`config.mk`:
```
export PLATFORM = sky130hd
export DESIGN_NAME = mem_arbiter
export DESIGN_NICKNAME = d
export VERILOG_FILES = /design/src/rtl/mem_arbiter.sv
export SDC_FILE = /design/constraint.sdc
export NUM_CORES = 1
export LEC_CHECK = 0
export CAP_MARGIN = 20
export CORE_ASPECT_RATIO = 0.5
export CORE_MARGIN = 5
export CORE_UTILIZATION = 41
export CTS_CLUSTER_SIZE = 8
export DETAILED_ROUTE_END_ITERATION = 10
export PLACE_DENSITY = 0.83
export SLEW_MARGIN = 0
export SYNTH_ARGS = -nofsm -noshare
export SYNTH_HDL_FRONTEND = slang
export SYNTH_SLANG_ARGS = --single-unit
```
`constraint.sdc`:
```
create_clock -name clk_i -period 1.86 [get_ports clk_i]
set_input_delay 0.372 -clock clk_i [delete_from_list [all_inputs] [get_ports clk_i]]
set_output_delay 0.372 -clock clk_i [all_outputs]
set_load 0.05 [all_outputs]
```
`src/rtl/mem_arbiter.sv`:
```
// mem_arbiter: shares one single-ported memory bus between instruction fetch and load/store.
// Latency: a legal access acks 2 cycles after its request at minimum; an illegal access acks after 1 cycle.
// Backpressure: requests are levels held until ack; requests seen outside IDLE wait; bus stalls end at TIMEOUT.
// Ports: clk_i/rstn_i; fetch side if_req_i/if_addr_i -> if_ack_o/if_rdata_o/if_err_o;
//        data side d_req_i/d_we_i/d_size_i/d_sext_i/d_addr_i/d_wdata_i -> d_ack_o/d_rdata_o/d_err_o;
//        bus side mem_req_o/mem_we_o/mem_addr_o/mem_be_o/mem_wdata_o <- mem_rdata_i/mem_ack_i.
module mem_arbiter #(
    parameter int unsigned TIMEOUT = 255
) (
    input  logic        clk_i,
    input  logic        rstn_i,
    input  logic        if_req_i,
    input  logic [31:0] if_addr_i,
    output logic        if_ack_o,
    output logic [31:0] if_rdata_o,
    output logic        if_err_o,
    input  logic        d_req_i,
    input  logic        d_we_i,
    input  logic [1:0]  d_size_i,
    input  logic        d_sext_i,
    input  logic [31:0] d_addr_i,
    input  logic [31:0] d_wdata_i,
    output logic        d_ack_o,
    output logic [31:0] d_rdata_o,
    output logic        d_err_o,
    output logic        mem_req_o,
    output logic        mem_we_o,
    output logic [31:0] mem_addr_o,
    output logic [3:0]  mem_be_o,
    output logic [31:0] mem_wdata_o,
    input  logic [31:0] mem_rdata_i,
    input  logic        mem_ack_i
);

    typedef enum logic [1:0] {IDLE = 2'd0, BUS = 2'd1, DONE = 2'd2} state_t;

    // The counter reaching TIMEOUT ends the access, so the last waiting cycle is TIMEOUT-1.
    localparam logic [15:0] LP_CNT_LAST = 16'(TIMEOUT - 1);

    state_t      r_state;
    logic        r_last_d;     // 1 = data was granted last
    logic        r_own_d;      // owner of the access in flight
    logic        r_we;
    logic [1:0]  r_size;
    logic        r_sext;
    logic [1:0]  r_lane;
    logic [15:0] r_cnt;

    logic        w_any_req;
    logic        w_grant_d;
    logic        w_g_we;
    logic [1:0]  w_g_size;
    logic        w_g_sext;
    logic [31:0] w_g_addr;
    logic        w_g_illegal;
    logic [3:0]  w_g_be;
    logic [31:0] w_g_wdata;
    logic [31:0] w_shift;
    logic [31:0] w_ext;
    logic        w_finish;
    logic        w_owner_d;
    logic        w_rsp_err;
    logic [31:0] w_rsp_rdata;

    // Grant selection and lane formatting of the access about to be latched.
    always_comb begin
        w_any_req = if_req_i | d_req_i;
        // Data wins when alone, or on a tie when fetch was granted last.
        w_grant_d = d_req_i & (~if_req_i | ~r_last_d);
        w_g_we    = w_grant_d & d_we_i;
        w_g_size  = w_grant_d ? d_size_i : 2'd2;
        w_g_sext  = w_grant_d & d_sext_i;
        w_g_addr  = w_grant_d ? d_addr_i : if_addr_i;
        case (w_g_size)
            2'd0: begin
                w_g_illegal = 1'b0;
                w_g_be      = 4'b0001 << w_g_addr[1:0];
                w_g_wdata   = {4{d_wdata_i[7:0]}};
            end
            2'd1: begin
                w_g_illegal = w_g_addr[0];
                w_g_be      = 4'b0011 << w_g_addr[1:0];
                w_g_wdata   = {2{d_wdata_i[15:0]}};
            end
            2'd2: begin
                w_g_illegal = |w_g_addr[1:0];
                w_g_be      = 4'hF;
                w_g_wdata   = d_wdata_i;
            end
            default: begin
                w_g_illegal = 1'b1;
                w_g_be      = 4'hF;
                w_g_wdata   = d_wdata_i;
            end
        endcase
        if (!w_g_we) begin
            w_g_be = 4'hF;
        end
    end

    // Load extraction from the latched lane; aligned words pass through unshifted.
    always_comb begin
        w_shift = mem_rdata_i >> {r_lane, 3'b000};
        case (r_size)
            2'd0:    w_ext = r_sext ? {{24{w_shift[7]}}, w_shift[7:0]} : {24'd0, w_shift[7:0]};
            2'd1:    w_ext = r_sext ? {{16{w_shift[15]}}, w_shift[15:0]} : {16'd0, w_shift[15:0]};
            default: w_ext = w_shift;
        endcase
    end

    // Response for the access finishing this cycle: illegal grant in IDLE, or ack/timeout in BUS.
    always_comb begin
        w_finish    = 1'b0;
        w_owner_d   = r_own_d;
        w_rsp_err   = 1'b1;
        w_rsp_rdata = 32'd0;
        case (r_state)
            IDLE: begin
                w_finish  = w_any_req & w_g_illegal;
                w_owner_d = w_grant_d;
            end
            BUS: begin
                // An ack in the timeout cycle still completes normally.
                w_finish = mem_ack_i | (r_cnt == LP_CNT_LAST);
                if (mem_ack_i) begin
                    w_rsp_err   = 1'b0;
                    w_rsp_rdata = !r_own_d ? mem_rdata_i : (r_we ? 32'd0 : w_ext);
                end
            end
            default: ;
        endcase
    end

    always_ff @(posedge clk_i or negedge rstn_i) begin
        if (!rstn_i) begin
            r_state     <= IDLE;
            r_last_d    <= 1'b1;
            r_own_d     <= 1'b0;
            r_we        <= 1'b0;
            r_size      <= 2'd0;
            r_sext      <= 1'b0;
            r_lane      <= 2'd0;
            r_cnt       <= 16'd0;
            if_ack_o    <= 1'b0;
            if_rdata_o  <= 32'd0;
            if_err_o    <= 1'b0;
            d_ack_o     <= 1'b0;
            d_rdata_o   <= 32'd0;
            d_err_o     <= 1'b0;
            mem_req_o   <= 1'b0;
            mem_we_o    <= 1'b0;
            mem_addr_o  <= 32'd0;
            mem_be_o    <= 4'd0;
            mem_wdata_o <= 32'd0;
        end else begin
            if_ack_o <= 1'b0;
            d_ack_o  <= 1'b0;
            case (r_state)
                IDLE: begin
                    if (w_any_req) begin
                        r_last_d <= w_grant_d;
                        r_own_d  <= w_grant_d;
                        r_we     <= w_g_we;
                        r_size   <= w_g_size;
                        r_sext   <= w_g_sext;
                        r_lane   <= w_g_addr[1:0];
                        if (w_g_illegal) begin
                            r_state <= DONE;
                        end else begin
                            r_state     <= BUS;
                            r_cnt       <= 16'd0;
                            mem_req_o   <= 1'b1;
                            mem_we_o    <= w_g_we;
                            mem_addr_o  <= {w_g_addr[31:2], 2'b00};
                            mem_be_o    <= w_g_be;
                            mem_wdata_o <= w_g_wdata;
                        end
                    end
                end
                BUS: begin
                    if (!mem_ack_i) begin
                        r_cnt <= r_cnt + 16'd1;
                    end
                    if (w_finish) begin
                        r_state   <= DONE;
                        mem_req_o <= 1'b0;
                    end
                end
                DONE:    r_state <= IDLE;
                default: r_state <= IDLE;
            endcase
            if (w_finish) begin
                if (w_owner_d) begin
                    d_ack_o   <= 1'b1;
                    d_err_o   <= w_rsp_err;
                    d_rdata_o <= w_rsp_rdata;
                end else begin
                    if_ack_o   <= 1'b1;
                    if_err_o   <= w_rsp_err;
                    if_rdata_o <= w_rsp_rdata;
                end
            end
        end
    end

endmodule
```
==> impl_results.md <==
* Status: complete, but fails checks
* Failing checks: negative setup slack
* Nets at 1350
* Crit path max-delay cell type: dfrtp_1
* Ys flop type: dfrtp_1
* R2R depth at 8
* Worst Hold Margin at 0.390 ns
* Num ports at 275
* Post-Synthesis Cell Area at 7840 µm²
* Via Count at 8318
* Combinational family with the most area after synthesis: compound AO/OA/AOI/OAI gates
* Cell variety after synth at 57
* Diode count at 0
* Root Driver: clkbuf_16
* Final Hold Vio Count at 0
* CP max FO at 6
* Worst setup margin at -0.328 ns
* Xor/xnor share of the synthesized area at 1.45%
* Antenna violations before repair at 0
* Area share of fa/ha/maj cells after synthesis at 0.447%
* Worst Max-Slew Pin Slew at 0.644 ns
* Fin. max-slew vios at 0
* Post-synth EDFFs at 0
* Port buffer count at 272
* CTS HTree Levels at 4
* Clock Sinks at 162
* Seq pwr share at 24.6%
* Clock power share at 15.9%
* Syn Inst Count at 790
* CP bufs+invs at 2
* Share of layout cells above drive strength 1 at 42.2%
* Pint at 13100 µW
* Mux cell area share after synthesis at 11.3%
* Placer Congestion at 0.901
* Storage element area at 4060 µm²
* Core area at 18600 µm²
* Top post-synthesis cells by area: dfrtp_1, nand2_1, mux2i_1
* Crit path from: r_cnt[1]
* First-pass GRT wire length at 46500 µm
* All-Layer GR Usage at 26.6%
* Peak supply drop at 0.00122 V
* Die Width at 206 µm
* Largest net degree at the start of global routing at 47
* Clk pin slew, worst setup/hold paths at 0.07 ns
* Setup CP Type: flip-flop to flip-flop
* Combinational share of power at 59.4%
* Number of global-route vias before repair at 8647
* Crit share post-route at 118%
* Syn_area_per_cell at 9.92 µm²
* Net Sw Power at 11700 µW
* Tmin final at 2.19 ns
* Detail Placement HPWL at 20100 µm
* RSZ-0062 raised after global routing: yes
* Worst hold-check path type: input pin to flip-flop
* Wire per inst at 22.3 µm
* Cell mode on critical path: buf_4
* Final Skew at 0.0110 ns
* Final Core Density at 74.1%
* Synth async-reset ratio at 100%
* Hold EP: r_last_d
* Synth Area in Compound Gates at 15.1%
* Yosys top cell area share at 51.4%
* Row cnt at 35
* Bufs on Longest Clock Path at 2
* DRT antenna net count at 0
* Die Height at 108 µm
* P per Cell Area at 1800 nW/µm²
* Biggest area consumer among synthesized cells: dfrtp_1
* Fmax at 457 MHz
* Hold Startpoint: if_req_i
* Worst path required time at 2.17 ns
* Net Sw Frac at 47.1%
* Crit. End Element: flip-flop
* Initial Util at 42.2%
* Family with the most delay on the worst path: compound AO/OA/AOI/OAI gates
* Global route total overflow at 0
* Crit path arrival time at 2.50 ns
* Post-Route WL at 33000 µm
* Final Setup Violations at 154
* Number of warnings issued by yosys at 0
* Router iterations before antenna repair at 7
* P_leak at 0.00633 µW
* Post-synthesis sequential area ratio at 51.7%
* Top post-synthesis cells by count: dfrtp_1, nand2_1, nor2_1, mux2i_1, o21ai_0
* # DRC at 0
* DIE AREA at 22200 µm²
* Most frequent cell after synthesis: dfrtp_1
* Vias per inst at 5.61
* Area of the multi-input gates at 4220 µm²
* Pwr Total at 24800 µW
* Final Instance Area at 13800 µm²
* Max_slew headroom at 56.9%
* TritonCTS Buffers at 17
* Clock Latency Late Sink at 0.43 ns
* Max_cap viols at 0
* Max incr delay on CP at 0.45 ns
* Seq cells post-synth at 162
* Setup crit start kind: flip-flop
* Area Growth Syn to Fin at 75.4%
* TritonCTS clock tree: done
* RR Startpoint: r_cnt[1]
* Min-Delay Path Depth at 3
* Post-Place Cell Area at 11400 µm²
* Flop2flop setup slack at -0.33 ns
* Reg-to-Reg End: if_rdata_o[10]
* Crit path cell chain: ha_2 > nor4b_4 > nand4_1 > a21oi_4 > buf_4 > o21ai_2 > buf_4 > a22o_1
* Filler cells at 1170
* Post-synthesis simple-gate area fraction at 14.8%
* Initial drt markers at 678
layout make-up:
| cell class | instances | area share [%] |
|---|---|---|
| clock buffers | 23 | 3.40 |
| repair buffers | 448 | 31.7 |
| multi-input cells | 542 | 30.7 |
| inverters | 40 | 1.13 |
| well taps | 259 | 2.36 |
| flip-flops and latches | 162 | 29.5 |
| clock inverters | 9 | 1.30 |
how the worst max path moves through the flow:
stage / to / depth (start not counted)
floorplan: if_rdata_o[4] / 7
global placement: if_rdata_o[14] / 7
detailed placement: if_rdata_o[14] / 7
CTS: if_rdata_o[17] / 10
global route: if_rdata_o[10] / 8
finish: if_rdata_o[10] / 8
per-layer routing:
layer | GRT usage, % | wire [µm] | share of wire [%]
met4 | 9.55 | 1320 | 4.0
met2 | 47.2 | 16600 | 50
met5 | 0 | 0 | 0
met3 | 5.24 | 2240 | 6.8
met1 | 32.5 | 12900 | 39
cell families after synthesis:
kind of cell | after synthesis
simple gates | 265
compound gates | 182
flops | 162
buf+inv | 88
mux | 76
xor+xnor | 13
fa+ha+maj | 3
other cells | 1
placed cells by master, fill, tap and decap left out, types with 11 or more instances in the layout:
| master | n |
|---|---|
| a31oi_1 | 28 |
| nand2_1 | 107 |
| o21ai_1 | 23 |
| buf_4 | 254 |
| dfrtp_1 | 161 |
| o21ai_0 | 18 |
| o21ai_2 | 17 |
| nor2_4 | 29 |
| nor2_1 | 22 |
| a31oi_4 | 11 |
| clkdlybuf4s50_1 | 133 |
| nand2_2 | 19 |
| buf_6 | 15 |
| mux2_2 | 13 |
| a22o_1 | 23 |
| clkbuf_16 | 25 |
| a21oi_1 | 25 |
| nor2_2 | 24 |
| mux2i_1 | 48 |
| nor2b_1 | 13 |
| buf_12 | 19 |
| inv_1 | 38 |
timing repair:
item | CTS | global route
setup buffers | 19 | 9
pin swaps | 7 | 47
gates cloned | 13 | 9
endpoints found under the hold margin | 32 | 0
hold buffers | 1 | 0
gates resized for setup | 92 | 173
endpoints found under the setup margin | 152 | 152
worst register-to-register path, cell delays in order (launching register included):
cell     delay, ns
dfrtp_1       0.45
ha_2          0.24
nor4b_4       0.20
nand4_1       0.21
a21oi_4       0.25
buf_4         0.17
o21ai_2       0.12
buf_4         0.19
a22o_1        0.25
stage by stage:
stage               worst slack, ns  instances  TNS (ns)
global route                 -0.356       1483    -38.76
floorplan                    -0.141        791     -2.01
finish                       -0.328       1483    -33.15
global placement             -0.642       1407    -79.56
CTS                          -0.154       1472     -9.94
detailed placement           -0.707       1407    -86.84
state kept, by name, summed over array words and instances, names as in the netlist, 2 cells and up:
| name | count |
|---|---|
| mem_be_o | 4 |
| r_lane | 2 |
| d_rdata_o | 32 |
| r_state | 2 |
| mem_addr_o | 30 |
| r_cnt | 16 |
| mem_wdata_o | 32 |
| if_rdata_o | 32 |
| r_size | 2 |
power groups by stage:
stage	combinational, µW	clock [µW]	sequential [µW]
finish	14700	3950	6100
global route	15300	4120	6250
CTS	13400	3940	5860
detailed placement	12200	0	5850
global placement	11900	0	5810
floorplan	3440	0	10100
No activity file was read; power rests on OpenSTA's default activity.
